$ cat src/rtl/sub_borrow_serial.sv
// Digit-serial subtractor: {borrow, x - y - borrow_in}, p_DIGIT bits per clock, LSB digit first.
// Only a (p_DIGIT+1)-bit subtractor is used; the operands shift down past it one digit per cycle.
module sub_borrow_serial #(
  parameter int p_WIDTH = 8,
  parameter int p_DIGIT = 2
) (
  input  logic               iw_clk,
  input  logic               iw_rst_n,
  input  logic               iw_start,
  input  logic [p_WIDTH-1:0] iwv_x,
  input  logic [p_WIDTH-1:0] iwv_y,
  input  logic               iw_borrow,
  output logic               ow_busy,
  output logic               ow_done,
  output logic [p_WIDTH:0]   owv_diff
);

  localparam int N  = p_WIDTH / p_DIGIT;
  localparam int CW = (N > 1) ? $clog2(N) : 1;
  localparam logic [CW-1:0] LAST = CW'(N - 1);

  localparam logic [1:0] S_IDLE = 2'd0;
  localparam logic [1:0] S_RUN  = 2'd1;
  localparam logic [1:0] S_DONE = 2'd2;

  logic [1:0]         state;
  logic [p_WIDTH-1:0] x_sh;
  logic [p_WIDTH-1:0] y_sh;
  logic [p_WIDTH-1:0] res_sh;
  logic [p_WIDTH-1:0] res_next;
  logic               borrow;
  logic [CW-1:0]      cnt;
  logic [p_DIGIT:0]   step;
  logic               accept;

  // A negative digit result wraps, so its top bit is exactly the borrow out.
  always_comb begin
    step = {1'b0, x_sh[p_DIGIT-1:0]} - {1'b0, y_sh[p_DIGIT-1:0]}
         - {{p_DIGIT{1'b0}}, borrow};
  end

  generate
    if (p_DIGIT == p_WIDTH) begin : g_single
      assign res_next = step[p_DIGIT-1:0];
    end else begin : g_multi
      assign res_next = {step[p_DIGIT-1:0], res_sh[p_WIDTH-1:p_DIGIT]};
    end
  endgenerate

  assign accept  = iw_start && (state != S_RUN);
  assign ow_busy = (state == S_RUN);
  assign ow_done = (state == S_DONE);

  // owv_diff is written only on the final digit, so partial results never show.
  always_ff @(posedge iw_clk or negedge iw_rst_n) begin
    if (!iw_rst_n) begin
      state    <= S_IDLE;
      x_sh     <= '0;
      y_sh     <= '0;
      res_sh   <= '0;
      borrow   <= 1'b0;
      cnt      <= '0;
      owv_diff <= '0;
    end else if (accept) begin
      state  <= S_RUN;
      x_sh   <= iwv_x;
      y_sh   <= iwv_y;
      borrow <= iw_borrow;
      res_sh <= '0;
      cnt    <= '0;
    end else begin
      case (state)
        S_RUN: begin
          x_sh   <= x_sh >> p_DIGIT;
          y_sh   <= y_sh >> p_DIGIT;
          borrow <= step[p_DIGIT];
          res_sh <= res_next;
          cnt    <= cnt + 1'b1;
          if (cnt == LAST) begin
            state    <= S_DONE;
            owv_diff <= {step[p_DIGIT], res_next};
          end
        end
        S_DONE:  state <= S_IDLE;
        default: state <= S_IDLE;
      endcase
    end
  end

endmodule
$ cat config.mk
export PLATFORM = sky130hd
export DESIGN_NAME = sub_borrow_serial
export DESIGN_NICKNAME = d
export VERILOG_FILES = /design/src/rtl/sub_borrow_serial.sv
export SDC_FILE = /design/constraint.sdc
export NUM_CORES = 1
export LEC_CHECK = 0
export ABC_CLOCK_PERIOD_IN_PS = 2100
export BUFFER_PORTS_ARGS = -buffer_cell sky130_fd_sc_hd__clkbuf_2
export CORE_UTILIZATION = 25
export CTS_BUF_LIST = sky130_fd_sc_hd__clkbuf_16
export CTS_CLUSTER_SIZE = 8
export DETAILED_ROUTE_END_ITERATION = 7
export PLACE_DENSITY = 0.55
export SYNTH_ARGS = -nofsm -noshare
export SYNTH_HDL_FRONTEND = slang
export SYNTH_SLANG_ARGS = --single-unit
$ cat constraint.sdc
create_clock -name iw_clk -period 2.1 [get_ports iw_clk]
set_input_delay 0.21 -clock iw_clk [delete_from_list [all_inputs] [get_ports iw_clk]]
set_output_delay 0.21 -clock iw_clk [all_outputs]
set_load 0.02 [all_outputs]
==> results by group, run 1 <==
Status
  • Status: finished, violations left
  • Failing checks: negative setup slack

Synth
  • #FFs+latches synth: 36
  • Post-synth cell types: 18
  • Yosys top cell by area: dfrtp_1
  • Synthesis Warnings: 0
  • Cell Area, Synth: approximately 1800 sq um
  • Top post-synthesis cells by area: dfrtp_1 51%, mux2_2 17%, mux2_4 10%
  • Syn Nets: about 150
  • Syn_area_per_cell: about 14 sq um
  • Register area share after synthesis: about half
  • Top cell type's share of synthesized area: roughly half
  • Synth Instances: approximately 120

Placed design
  • PortBufs: 30
  • Place WS: -0.144 ns
  • Post-Place Cell Area: between 1500 and 2000 sq um
  • Final GP Congestion: between 0.6 and 0.7
  • Detail Placement HPWL: between 2000 and 2500 microns

Detailed routing
  • DRT antenna net count: 0
  • DRT Pass-1 Iters: 2
  • # DRC: 0
  • WL/cell: 11.5 microns
  • Total wire length: between 2000 and 3000 microns
  • Via count: 984
  • Vias per cell: 3.89
  • DR iter-0 viols: 25

Global routing
  • First-pass GRT wire length: a little under 5000 microns
  • Antenna violations before repair: 0
  • All-layer global routing usage: approximately 8.6%
  • Largest net degree at the start of global routing: 22
  • Vias in the first global route: between 1k and 1.5k
  • Total gr overflow: 0

Timing
  • Clk_skew: approximately 0.0019 ns
  • Max Clock Freq: around 0.45 GHz
  • Post-route setup TNS: -0.211 ns
  • Slew Viols, Final: 0
  • Final Cycle Share: 105%
  • Final setup fails: 2
  • Max_slew headroom: between 50% and 60%
  • Worst slew pin tran: ~0.6 ns
  • Final worst slack: -0.110 ns
  • RSZ-0062 raised after global routing: yes
  • Min cycle time layout: 2.21 ns
  • Hold Slack: around 0.18 ns
  • Endpoints failing hold: 0

CTS
  • Reg clk slew, reported paths: 0.06 ns
  • Root Buffer: clkbuf_16
  • Cts bufs inserted: 5
  • Clock latency on the worst-skew pair: 0.27 ns
  • Clk sink count: 36
  • TritonCTS clock tree: yes
  • CTS HTree Levels: 2
  • CTS Buffer Depth: 2

Run
  • Max_cap viols: 0

Die
  • Die width: between 80 and 90 microns
  • Initial Util: 25.8%
  • Placeable Area: between 6000 and 7000 sq um
  • Placement row count: 30
  • Die area: 7350 sq um
  • Io pins: 31
  • Die height: ~86 microns

Power and ir drop
  • Net Sw Frac: 31.2%
  • Worst IR Drop VDD: between 600 and 700 uV
  • Total Power: ~3.5 mW
  • Share of total power in combinational logic: a little over two fifths
  • Int Power: approximately 2.4 mW
  • Clock share of power: roughly 24%
  • Leak Pwr: between 1 and 1.5 nW
  • Psw: between 1 and 1.5 mW
  • Pwr dens: between 1500 and 2000 nW/um^2
  • Seq pwr share: between 30% and 40%

Hold path
  • Hold path depth: 3
  • Tightest Hold Check Type: in2reg

Setup path
  • Worst path arrival time: between 2 and 2.5 ns
  • WS Path Type: reg2reg
  • CP endpoint kind: register
  • Critical Path RT: 2.26 ns
  • Worst setup SP type: register
  • Max FO, Critical Path: 2
  • R2R cell count: 7

Finish
  • Layout area overhead: 23.8%
  • Fraction of layout instances using a drive strength above 1: a little over half
  • # diodes: 0
  • Design Area, Final: around 2200 sq um
  • NumNets Final: between 150 and 200
[cells by family after synthesis]
logic type	after synthesis	synth area share [%]
simple gates	16	5.28
buf+inv	15	5.64
xor+xnor	1	0.500
mux	48	32.8
flops	36	51.4
fa+ha+maj	5	4.43
[power by group through the flow]
| stage | Clock, mW | Sequential, mW | Combinational [mW] |
|---|---|---|---|
| floorplan | 0 | 1.25 | 1.09 |
| global placement | 0 | 1.19 | 1.42 |
| detailed placement | 0 | 1.19 | 1.45 |
| CTS | 0.862 | 1.18 | 1.48 |
| global route | 0.891 | 1.21 | 1.60 |
| finish | 0.840 | 1.17 | 1.45 |
[cells in the final DEF (no fill, tap or decap)]
cell type,count
and2b_1,1
buf_4,4
bufinv_16,1
clkbuf_16,5
clkbuf_2,30
clkinv_2,1
clkinvlp_4,1
dfrtp_1,36
dlygate4sd3_1,1
fa_1,2
ha_1,2
ha_2,1
inv_1,7
inv_2,1
mux2_2,26
mux2_4,13
mux2i_1,9
nand2b_1,2
nand3b_1,1
nor2_1,4
nor2b_1,7
or2_4,1
xor2_1,1
[timing repair]
item / CTS / global route
setup endpoints to repair: 2 / 2
hold buffers: 1 / 0
hold endpoints to repair: 15 / 0
buffers inserted: 0 / 0
pin swaps: 1 / 0
gates resized for setup: 3 / 0
[cells in the mapped netlist, drive strengths merged]
master,instances
nor2b,7
nand3b,1
nor2,4
mux2,39
buf,6
clkbuf,1
nand2b,2
mux2i,9
fa,2
inv,8
xor2,1
and2b,1
or2,1
ha,3
dfrtp,36
[sequential cells by signal, summed over array words and instances (netlist names)]
signal    count
y_sh          8
borrow        1
cnt           2
state         2
owv_diff      9
x_sh          8
res_sh        6
[layer usage]
layer  vias to the layer above  global-route usage [%]  part of all wire (%)
met3                         3                    3.56                   6.5
li1                        471                       -                     -
met4                         0                    2.73                  0.82
met1                       489                    10.8                    47
met5                         -                       0                     0
met2                        21                    13.5                    46
[critical path, cell delays in order (launching register included)]
cell	delay, ns
dfrtp_1	0.35
inv_2	0.04
fa_1	0.55
inv_1	0.05
ha_2	0.15
or2_4	0.22
fa_1	0.45
mux2_4	0.28
[final cells by class]
class                   count  area (sq um)
fillers                   700          4620
flip-flops and latches     36           901
multi-input cells          70           762
repair buffers             35           190
clock buffers               5           125
well taps                  96           120
clock inverters             3          42.5
inverters                   8          30.0
[worst paths after layout]
check                      slack (ns)         to  startpoint
setup / recovery                -0.11  res_sh[7]      borrow
hold / removal                   0.18    y_sh[6]    iwv_y[6]
setup reg to reg                -0.11  res_sh[7]      borrow
hold reg to reg                  0.49     cnt[0]      cnt[0]
max in group asynchronous        1.08    x_sh[6]    iw_rst_n
min in group asynchronous        0.39    y_sh[3]    iw_rst_n
[per-stage QoR]
stage	utilization, %	cells
after global routing	32.0	253
after CTS	32.0	253
final	32.0	253
after detailed placement	29.2	244
after floorplan	-	121
after global placement	29.2	244
(Power assumes the default switching activity.)
==> run 2, diff against run 1 <==
--- a/config.mk
+++ b/config.mk
@@ -12,6 +12,7 @@
 export CTS_CLUSTER_SIZE = 8
 export DETAILED_ROUTE_END_ITERATION = 7
 export PLACE_DENSITY = 0.55
+export SETUP_SLACK_MARGIN = 0.3
 export SYNTH_ARGS = -nofsm -noshare
 export SYNTH_HDL_FRONTEND = slang
 export SYNTH_SLANG_ARGS = --single-unit
==> results by group, run 2 (same netlist as run 1, synthesis figures left out) <==
Setup path
  • WS Path Type: reg2reg
  • CP endpoint kind: register
  • Max FO, Critical Path: 2
  • Worst path arrival time: between 2 and 2.5 ns
  • Worst setup SP type: register
  • Critical Path RT: 2.26 ns

Timing
  • Hold Slack: around 0.18 ns
  • Max Clock Freq: roughly 0.45 GHz
  • Post-route setup TNS: -0.188 ns
  • Worst slew pin tran: 0.502 ns
  • Slew Viols, Final: 0
  • Min cycle time layout: between 2 and 2.5 ns
  • Final setup fails: 2
  • Clk_skew: ~0.0046 ns
  • RSZ-0062 raised after global routing: yes
  • Max_slew headroom: 66.6%
  • Final Cycle Share: 105%
  • Endpoints failing hold: 0
  • Final worst slack: -0.0991 ns

Detailed routing
  • DRT Pass-1 Iters: 2
  • Via count: 1002
  • # DRC: 0
  • DR iter-0 viols: 20
  • Wire length on met1: 1470 microns
  • WL/cell: ~12 microns
  • DR WL met3: 153 microns
  • Vias per cell: just under 4
  • DRT antenna net count: 0
  • Total wire length: between 2000 and 3000 microns
  • Top Layer Used: met4
  • Met2 Wirelength: roughly 1300 microns

Finish
  • Fraction of layout instances using a drive strength above 1: ~53%
  • Biggest regs: owv_diff: 9 flops, x_sh: 8 flops, y_sh: 8 flops
  • Most frequent cells in the layout: 36 x dfrtp_1, 30 x clkbuf_2, 26 x mux2_2, 13 x mux2_4
  • Layout area overhead: 23.9%
  • NumNets Final: approximately 190
  • Biggest register: owv_diff
  • Finished Layout Cells: ~260
  • Largest register FFs: 9
  • # diodes: 0
  • Commonest non-fill, non-tap cell in the layout: dfrtp_1

Run
  • Max_cap viols: 0

Placed design
  • Detail Placement HPWL: 2150 microns
  • PortBufs: 30
  • Inst Count DP: about 250
  • Final GP Congestion: 0.664

Status
  • Status: finished, violations left
  • Failing checks: negative setup slack

CTS
  • TritonCTS clock tree: yes
  • Post-CTS Setup Bufs: 0
  • CTS Buffer Depth: 2
  • CTS HTree Levels: 2
  • Reg clk slew, reported paths: roughly 0.05 ns
  • Root Buffer: clkbuf_16
  • Cts bufs inserted: 5
  • Clk sink count: 36
  • Clock latency on the worst-skew pair: 0.27 ns

Global routing
  • Antenna violations before repair: 0
  • Total gr overflow: 0
  • All-layer global routing usage: around a tenth
  • First-pass GRT wire length: a little over 5000 microns
  • Vias in the first global route: between 1k and 1.5k
  • Largest net degree at the start of global routing: 37

Power and ir drop
  • Total Power: around 3.4 mW
  • Leak Pwr: 1.09 nW
  • Worst IR Drop VDD: between 500 and 600 uV
  • Pwr dens: 1550 nW/um^2

Die
  • Placement row count: 30
  • Placeable Area: 6790 sq um
  • Die width: 85.7 microns
  • Die area: 7350 sq um
  • Initial Util: between 20% and 30%
  • Die height: around 86 microns
  • Io pins: 31

Hold path
  • Tightest Hold Check Type: in2reg
run 2: final timing paths:
| check | depth (start not counted) | startpoint | to | slack [ns] |
|---|---|---|---|---|
| hold reg to reg | 1 | cnt[0] | cnt[0] | 0.49 |
| setup reg to reg | 7 | borrow | res_sh[7] | -0.1 |
| setup / recovery | 7 | borrow | res_sh[7] | -0.1 |
| min in group asynchronous | 3 | iw_rst_n | owv_diff[5] | 0.50 |
| max in group asynchronous | 3 | iw_rst_n | x_sh[0] | 1.26 |
| hold / removal | 3 | iwv_x[7] | x_sh[7] | 0.18 |
run 2: per-layer routing:
layer  GRT usage [%]  vias up
li1                -      482
met1            12.0      486
met2            14.5       27
met3            3.75        7
met4            3.64        0
met5               0        -
run 2: worst max-delay path, stage by stage (launching register included):
cell	delay [ns]
dfrtp_1	0.35
inv_2	0.04
fa_1	0.55
inv_1	0.05
ha_2	0.15
or2_4	0.23
fa_2	0.44
mux2_4	0.28
run 2: area by class of cell:
class / instances / area, sq um
fill: 688 / 4620
sequential: 36 / 901
multi-input combinational: 70 / 764
timing repair buffer: 39 / 220
clock buffer: 5 / 125
tap: 96 / 120
inverter: 8 / 30.0
clock inverter: 3 / 11.3
run 2: metrics by stage:
stage                     cell area (sq um)  util (%)  setup slack (ns)
after floorplan                        1760         -           -0.0463
after global placement                 2020      29.8           -0.0790
after detailed placement               2020      29.8            -0.103
after CTS                              2170      31.9            -0.106
after global routing                   2170      32.0            -0.191
final                                  2170      32.0           -0.0991
run 2: power by group:
group / total, mW / switching, mW / internal, mW
Combinational: 1.51 / 0.656 / 0.851
Clock: 0.687 / 0.261 / 0.426
Sequential: 1.18 / 0.167 / 1.01
run 2: repair_timing:
item                                    CTS  global route
resized for setup                         1             1
endpoints found under the hold margin    19             0
pin swaps                                 0             0
endpoints found under the setup margin    4             6
hold buffers                              1             0
